==> src/rtl/rf_write_scheduler_if.sv <==
// Writeback bus between the two requesters (ALU, load unit) and the register file write scheduler.
// Handshake: a request transfers on a CLK posedge where x_VALID && x_READY; x_READY depends on FIFO state only.
interface rf_write_scheduler_if #(
   parameter int DW    = 32,
   parameter int AW    = 4,
   parameter int DEPTH = 2
);
   localparam int PCW = $clog2(2 * DEPTH + 1);

   logic           A_VALID;
   logic           A_READY;
   logic [AW-1:0]  A_REG;
   logic [DW-1:0]  A_DATA;
   logic           B_VALID;
   logic           B_READY;
   logic [AW-1:0]  B_REG;
   logic [DW-1:0]  B_DATA;
   logic [AW-1:0]  RF_DREG;
   logic           RF_RFLD;
   logic [DW-1:0]  RF_DATA;
   logic           R0_DROP;
   logic [PCW-1:0] PENDING;
   logic           IDLE;
   logic           LAST_DBG;   // arbiter state: 0 = A granted last, 1 = B granted last

   modport master (
      output A_VALID, A_REG, A_DATA, B_VALID, B_REG, B_DATA,
      input  A_READY, B_READY, RF_DREG, RF_RFLD, RF_DATA, R0_DROP, PENDING, IDLE, LAST_DBG
   );

   modport slave (
      input  A_VALID, A_REG, A_DATA, B_VALID, B_REG, B_DATA,
      output A_READY, B_READY, RF_DREG, RF_RFLD, RF_DATA, R0_DROP, PENDING, IDLE, LAST_DBG
   );
endinterface

==> src/rtl/rf_write_scheduler.sv <==
// Round-robin scheduler sharing the register file write port between the ALU (A) and load (B)
// writeback requesters, each buffered by a small FIFO; the RF bus is driven from registers.
module rf_write_scheduler #(
   parameter int DW    = 32,
   parameter int AW    = 4,
   parameter int DEPTH = 2
) (
   input logic                CLK,
   input logic                RESET_N,
   rf_write_scheduler_if.slave bus
);
   localparam int PW  = (DEPTH > 1) ? $clog2(DEPTH) : 1;
   localparam int CW  = $clog2(DEPTH + 1);
   localparam int PCW = $clog2(2 * DEPTH + 1);
   localparam int EW  = AW + DW;

   typedef enum logic {
      LAST_A = 1'b0,
      LAST_B = 1'b1
   } last_t;

   last_t          last;
   logic [EW-1:0]  a_mem [DEPTH];
   logic [EW-1:0]  b_mem [DEPTH];
   logic [PW-1:0]  a_wp, a_rp, b_wp, b_rp;
   logic [CW-1:0]  a_cnt, b_cnt;
   logic [AW-1:0]  rf_dreg;
   logic [DW-1:0]  rf_data;
   logic           rf_rfld;
   logic           r0_drop;

   logic           a_full, b_full, a_ne, b_ne;
   logic           a_push, b_push, gnt_a, gnt_b;
   logic [EW-1:0]  head;
   logic [AW-1:0]  head_reg;

   assign a_full = (a_cnt == CW'(DEPTH));
   assign b_full = (b_cnt == CW'(DEPTH));
   assign a_ne   = (a_cnt != '0);
   assign b_ne   = (b_cnt != '0);
   assign a_push = bus.A_VALID && !a_full;
   assign b_push = bus.B_VALID && !b_full;

   // Contention goes to the port that did not win last time.
   assign gnt_a    = a_ne && (!b_ne || (last == LAST_B));
   assign gnt_b    = b_ne && (!a_ne || (last == LAST_A));
   assign head     = gnt_a ? a_mem[a_rp] : b_mem[b_rp];
   assign head_reg = head[EW-1:DW];

   always_ff @(posedge CLK) begin
      if (a_push) a_mem[a_wp] <= {bus.A_REG, bus.A_DATA};
      if (b_push) b_mem[b_wp] <= {bus.B_REG, bus.B_DATA};
   end

   always_ff @(posedge CLK or negedge RESET_N) begin
      if (!RESET_N) begin
         last    <= LAST_B;
         a_wp    <= '0;
         a_rp    <= '0;
         b_wp    <= '0;
         b_rp    <= '0;
         a_cnt   <= '0;
         b_cnt   <= '0;
         rf_dreg <= '0;
         rf_data <= '0;
         rf_rfld <= 1'b0;
         r0_drop <= 1'b0;
      end else begin
         if (a_push) a_wp <= a_wp + PW'(1);
         if (b_push) b_wp <= b_wp + PW'(1);
         if (gnt_a)  a_rp <= a_rp + PW'(1);
         if (gnt_b)  b_rp <= b_rp + PW'(1);
         a_cnt <= a_cnt + CW'(a_push) - CW'(gnt_a);
         b_cnt <= b_cnt + CW'(b_push) - CW'(gnt_b);

         if (gnt_a || gnt_b) begin
            last    <= gnt_a ? LAST_A : LAST_B;
            rf_dreg <= head_reg;
            rf_data <= head[DW-1:0];
            // R0 is hardwired: the entry is consumed but never reaches the register file.
            rf_rfld <= (head_reg != '0);
            r0_drop <= (head_reg == '0);
         end else begin
            rf_rfld <= 1'b0;
            r0_drop <= 1'b0;
         end
      end
   end

   assign bus.A_READY  = !a_full;
   assign bus.B_READY  = !b_full;
   assign bus.RF_DREG  = rf_dreg;
   assign bus.RF_DATA  = rf_data;
   assign bus.RF_RFLD  = rf_rfld;
   assign bus.R0_DROP  = r0_drop;
   assign bus.PENDING  = PCW'(a_cnt) + PCW'(b_cnt);
   assign bus.IDLE     = (a_cnt == '0) && (b_cnt == '0) && !rf_rfld;
   assign bus.LAST_DBG = last;
endmodule

==> src/flat_wrapper.sv <==
// flat-port wrapper written by rule: the top's interface ports become plain ports
module rf_write_scheduler_flat 
#(
   parameter int DW    = 32,
   parameter int AW    = 4,
   parameter int DEPTH = 2
)
  (CLK, RESET_N, bus_A_VALID, bus_A_REG, bus_A_DATA, bus_B_VALID, bus_B_REG, bus_B_DATA, bus_A_READY, bus_B_READY, bus_RF_DREG, bus_RF_RFLD, bus_RF_DATA, bus_R0_DROP, bus_PENDING, bus_IDLE, bus_LAST_DBG);
  rf_write_scheduler_if #(.DW(DW), .AW(AW), .DEPTH(DEPTH)) bus_i ();
  input logic CLK;
  input logic RESET_N;
  input wire logic [$bits(bus_i.A_VALID)-1:0] bus_A_VALID;
  input wire logic [$bits(bus_i.A_REG)-1:0] bus_A_REG;
  input wire logic [$bits(bus_i.A_DATA)-1:0] bus_A_DATA;
  input wire logic [$bits(bus_i.B_VALID)-1:0] bus_B_VALID;
  input wire logic [$bits(bus_i.B_REG)-1:0] bus_B_REG;
  input wire logic [$bits(bus_i.B_DATA)-1:0] bus_B_DATA;
  output wire logic [$bits(bus_i.A_READY)-1:0] bus_A_READY;
  output wire logic [$bits(bus_i.B_READY)-1:0] bus_B_READY;
  output wire logic [$bits(bus_i.RF_DREG)-1:0] bus_RF_DREG;
  output wire logic [$bits(bus_i.RF_RFLD)-1:0] bus_RF_RFLD;
  output wire logic [$bits(bus_i.RF_DATA)-1:0] bus_RF_DATA;
  output wire logic [$bits(bus_i.R0_DROP)-1:0] bus_R0_DROP;
  output wire logic [$bits(bus_i.PENDING)-1:0] bus_PENDING;
  output wire logic [$bits(bus_i.IDLE)-1:0] bus_IDLE;
  output wire logic [$bits(bus_i.LAST_DBG)-1:0] bus_LAST_DBG;
  assign bus_i.A_VALID = bus_A_VALID;
  assign bus_i.A_REG = bus_A_REG;
  assign bus_i.A_DATA = bus_A_DATA;
  assign bus_i.B_VALID = bus_B_VALID;
  assign bus_i.B_REG = bus_B_REG;
  assign bus_i.B_DATA = bus_B_DATA;
  assign bus_A_READY = bus_i.A_READY;
  assign bus_B_READY = bus_i.B_READY;
  assign bus_RF_DREG = bus_i.RF_DREG;
  assign bus_RF_RFLD = bus_i.RF_RFLD;
  assign bus_RF_DATA = bus_i.RF_DATA;
  assign bus_R0_DROP = bus_i.R0_DROP;
  assign bus_PENDING = bus_i.PENDING;
  assign bus_IDLE = bus_i.IDLE;
  assign bus_LAST_DBG = bus_i.LAST_DBG;
  rf_write_scheduler #(.DW(DW), .AW(AW), .DEPTH(DEPTH)) u_core (.CLK(CLK), .RESET_N(RESET_N), .bus(bus_i));
endmodule
==> config.mk <==
export PLATFORM = sky130hd
export DESIGN_NAME = rf_write_scheduler_flat
export DESIGN_NICKNAME = d
export VERILOG_FILES = /design/src/rtl/rf_write_scheduler_if.sv /design/src/rtl/rf_write_scheduler.sv /design/src/flat_wrapper.sv
export SDC_FILE = /design/constraint.sdc
export NUM_CORES = 1
export LEC_CHECK = 0
export CORE_ASPECT_RATIO = 0.75
export CORE_UTILIZATION = 58
export DETAILED_ROUTE_END_ITERATION = 16
export HOLD_SLACK_MARGIN = 0.1
export MAX_ROUTING_LAYER = met4
export PLACE_DENSITY = 0.95
export SLEW_MARGIN = 20
export SYNTH_ARGS = -nofsm -noshare
export SYNTH_HDL_FRONTEND = slang
export SYNTH_SLANG_ARGS = --single-unit
==> constraint.sdc <==
create_clock -name CLK -period 4.4 [get_ports CLK]
set_clock_uncertainty 0.15 [all_clocks]
set_input_delay 0.88 -clock CLK [delete_from_list [all_inputs] [get_ports CLK]]
set_output_delay 0.88 -clock CLK [all_outputs]
set_load 0.01 [all_outputs]
==> impl_metrics.json <==
{
  "final_core_util_pct": 74.55,
  "drc": 0,
  "fin_tns_setup_ns": 0,
  "power_density_nw_per_um2": 751.6,
  "grt_max_degree": 48,
  "leakagePower_nw": 3.606,
  "max_slew_margin_pct": 33.18,
  "drive_gt1_share_pct": 13.29,
  "setup_viol": 0,
  "fin_nets": 686,
  "ant_nets": 0,
  "worstReg2RegStart": "u_core.b_cnt[1]",
  "routed_wirelength_microns": 17600,
  "antenna_cells": 0,
  "synth-seq-cells": 191,
  "placementRows": 36,
  "htree_levels": 4,
  "critPathCaptureType": "primary output",
  "cp.required_ns": 3.37,
  "cts_root_buf": "clkbuf_16",
  "hold_class": "in2async",
  "vias": 4900,
  "period_needed_ns": 3.152,
  "synth.distinct_cells": 33,
  "dp_slack_ns": 1.404,
  "final_max_slew_viol_count": 0,
  "clk_latency_ns": 0.43,
  "setup_ws_ns": 1.248,
  "drv_cap": 0,
  "cts_made_buffers": 17,
  "synth_area_leaders": "edfxtp_1, dfrtp_1, mux2i_1",
  "yosys_warnings": 0,
  "area_growth_syn_to_layout_pct": 25.37,
  "crit_chain": "ha_1 > inv_1 > fa_1 > inv_1 > clkdlybuf4s50_1",
  "avgSynthCellArea_sq_um": 15.68,
  "syn_area_sq_um": 7714,
  "mostFrequentLayoutCells": "edfxtp_1, clkdlybuf4s50_1, nor3_1",
  "routedWlPerCell_microns": 22.33,
  "coreArea_sq_um": 12970,
  "grt_pass1_vias": 4953,
  "worst-path-buf-inv": 3,
  "rsz0062_at_grt": "false",
  "viasPerCell": 6.218,
  "synth_nets": 574,
  "cts_tree": "done",
  "cts_setup_buffers": 0,
  "hold_viol_final": 0,
  "ctsResizeCount": 0,
  "outcome": "finished clean",
  "crit_top_cell": "inv_1",
  "synth_cells": 492,
  "hpwlAfterDp_microns": 10600,
  "layout_commonest_cell": "edfxtp_1",
  "initial_utilization_pct": 59.46,
  "r2r_cells": 9,
  "crit_fanout": 6,
  "period_share_pct": 71.65,
  "slowest_stage": "clkdlybuf4s50_1",
  "start_kind": "register",
  "grt_overflow_total": 0,
  "finalWeightedCongestion": 0.8153,
  "die-area_sq_um": 13770,
  "crit_arrival_ns": 2.12,
  "cts_hold_buf": 0,
  "io_pins": 121,
  "max_stage_delay_ns": 0.52,
  "grt_pass1_wl_microns": 26900,
  "yosysTopAreaCell": "edfxtp_1",
  "clock_path_buffers": 2,
  "numClockSinks": 191,
  "worst_pin_slew_ns": 1.002,
  "clk_pin_slew_ns": 0.07,
  "synth_top_area_share_pct": 56.06,
  "antenna_found_initial": 0,
  "port-buffer-count": 120,
  "ys_seq_area_share_pct": 71.32,
  "drt_iter0_markers": 494,
  "drt_first_pass_iters": 5,
  "path_delay_family": "buffers and inverters",
  "die-height_microns": 101.9,
  "grt_usage_pct": 27.86,
  "r2r-end": "u_core.b_cnt[1]",
  "die_x_microns": 135.2,
  "r2r_slack_ns": 1.63,
  "worstSetupPathType": "reg2out",
  "ir_drop_v": 0.0005830,
  "fmax_mhz": 317.2
}
[state kept, by name (all words and copies together) (netlist names)]
register,cells
u_core.a_mem,72
u_core.b_mem,72
u_core.bus.RF_DATA,32
u_core.bus.RF_DREG,4
u_core.a_cnt,2
u_core.b_cnt,2
u_core.a_rp,1
u_core.a_wp,1
u_core.b_rp,1
u_core.b_wp,1
u_core.bus.LAST_DBG,1
u_core.bus.R0_DROP,1
u_core.bus.RF_RFLD,1
[Yosys cell counts]
cell and n:
nand2b_1 2, dfstp_2 1, a211o_1 31, a22o_1 1
xnor2_1 8, clkbuf_1 16, o22ai_1 1, nand2_1 8
or4_4 1, and3_1 2, nor2_1 6, buf_2 15
nor3_1 64, a22oi_1 2, inv_2 1, or2_0 1
mux2_2 31, o21bai_1 1, buf_4 1, fa_1 1
o221a_1 5, nand3_1 5, dfrtp_1 46, a211oi_1 31
inv_1 13, or2_1 1, edfxtp_1 144, o21ai_0 1
nor4_1 2, ha_1 5, mux2i_1 41, buf_6 3
o21ai_2 1
[worst reg2reg max path, delay by kind of cell, from the launching register on]
kind / cells / cell delay [ns]
adders and majority gates: 2 / 0.51
AOI/OAI and AO/OA: 1 / 0.18
buffers and inverters: 3 / 0.96
and+or+nand+nor: 1 / 0.13
DFF: 1 / 0.44
xor gates and xnor gates: 2 / 0.31
[power breakdown]
group	leakage (nW)	switching [mW]	total, mW	internal (mW)
logic	1.44	1.45	2.74	1.30
clock network	0.275	0.663	1.53	0.870
registers	1.89	0.435	2.99	2.56
total	3.61	2.55	7.27	4.72
[metal layers]
| layer | track usage (%) | share of wire (%) |
|---|---|---|
| met1 | 36.50 | 41 |
| met2 | 43.55 | 49 |
| met3 | 6.696 | 8.7 |
| met4 | 8.816 | 1.7 |
| met5 | - | 0 |
[worst max path at each step]
stage	from	to	slack, ns	cells past startpoint
floorplan	bus_B_VALID	u_core.b_mem[0][0]	1.33	2
global placement	bus_B_VALID	u_core.b_mem[0][11]	1.52	3
CTS	u_core.b_cnt[0]	bus_PENDING[1]	1.23	5
detailed placement	bus_B_VALID	u_core.b_mem[0][13]	1.40	3
global route	u_core.b_cnt[0]	bus_PENDING[1]	1.15	5
finish	u_core.b_cnt[0]	bus_PENDING[1]	1.25	5
[metrics by stage]
step	cell area, sq um	cells	power [mW]	hold slack (ns)
detailed placement	9020	754	5.660	0.3951
floorplan	7714	492	4.596	0.3104
global route	9671	788	7.612	0.3745
finish	9671	788	7.269	0.3218
global placement	9020	754	5.465	0.3884
CTS	9610	786	7.228	0.4067
[cell families (layout without fill, tap and decap cells)]
kind of cell / count (synthesis) / after routing / synth area share [%]
mux: 72 / 72 / 9.846
flops: 191 / 191 / 71.32
fa+ha+maj: 6 / 6 / 1.071
buf+inv: 49 / 174 / 2.968
simple gates: 92 / 92 / 5.953
xor+xnor: 8 / 8 / 0.9084
compound gates: 74 / 74 / 7.932
[cell type report]
type | instances | area, sq um
tap | 171 | 214.0
fill | 737 | 3302
multi-input combinational | 252 | 2008
timing repair buffer | 128 | 1299
inverter | 14 | 52.55
clock buffer | 20 | 456.7
clock inverter | 12 | 133.9
sequential | 191 | 5507
Power figures use the tool's default switching activity.
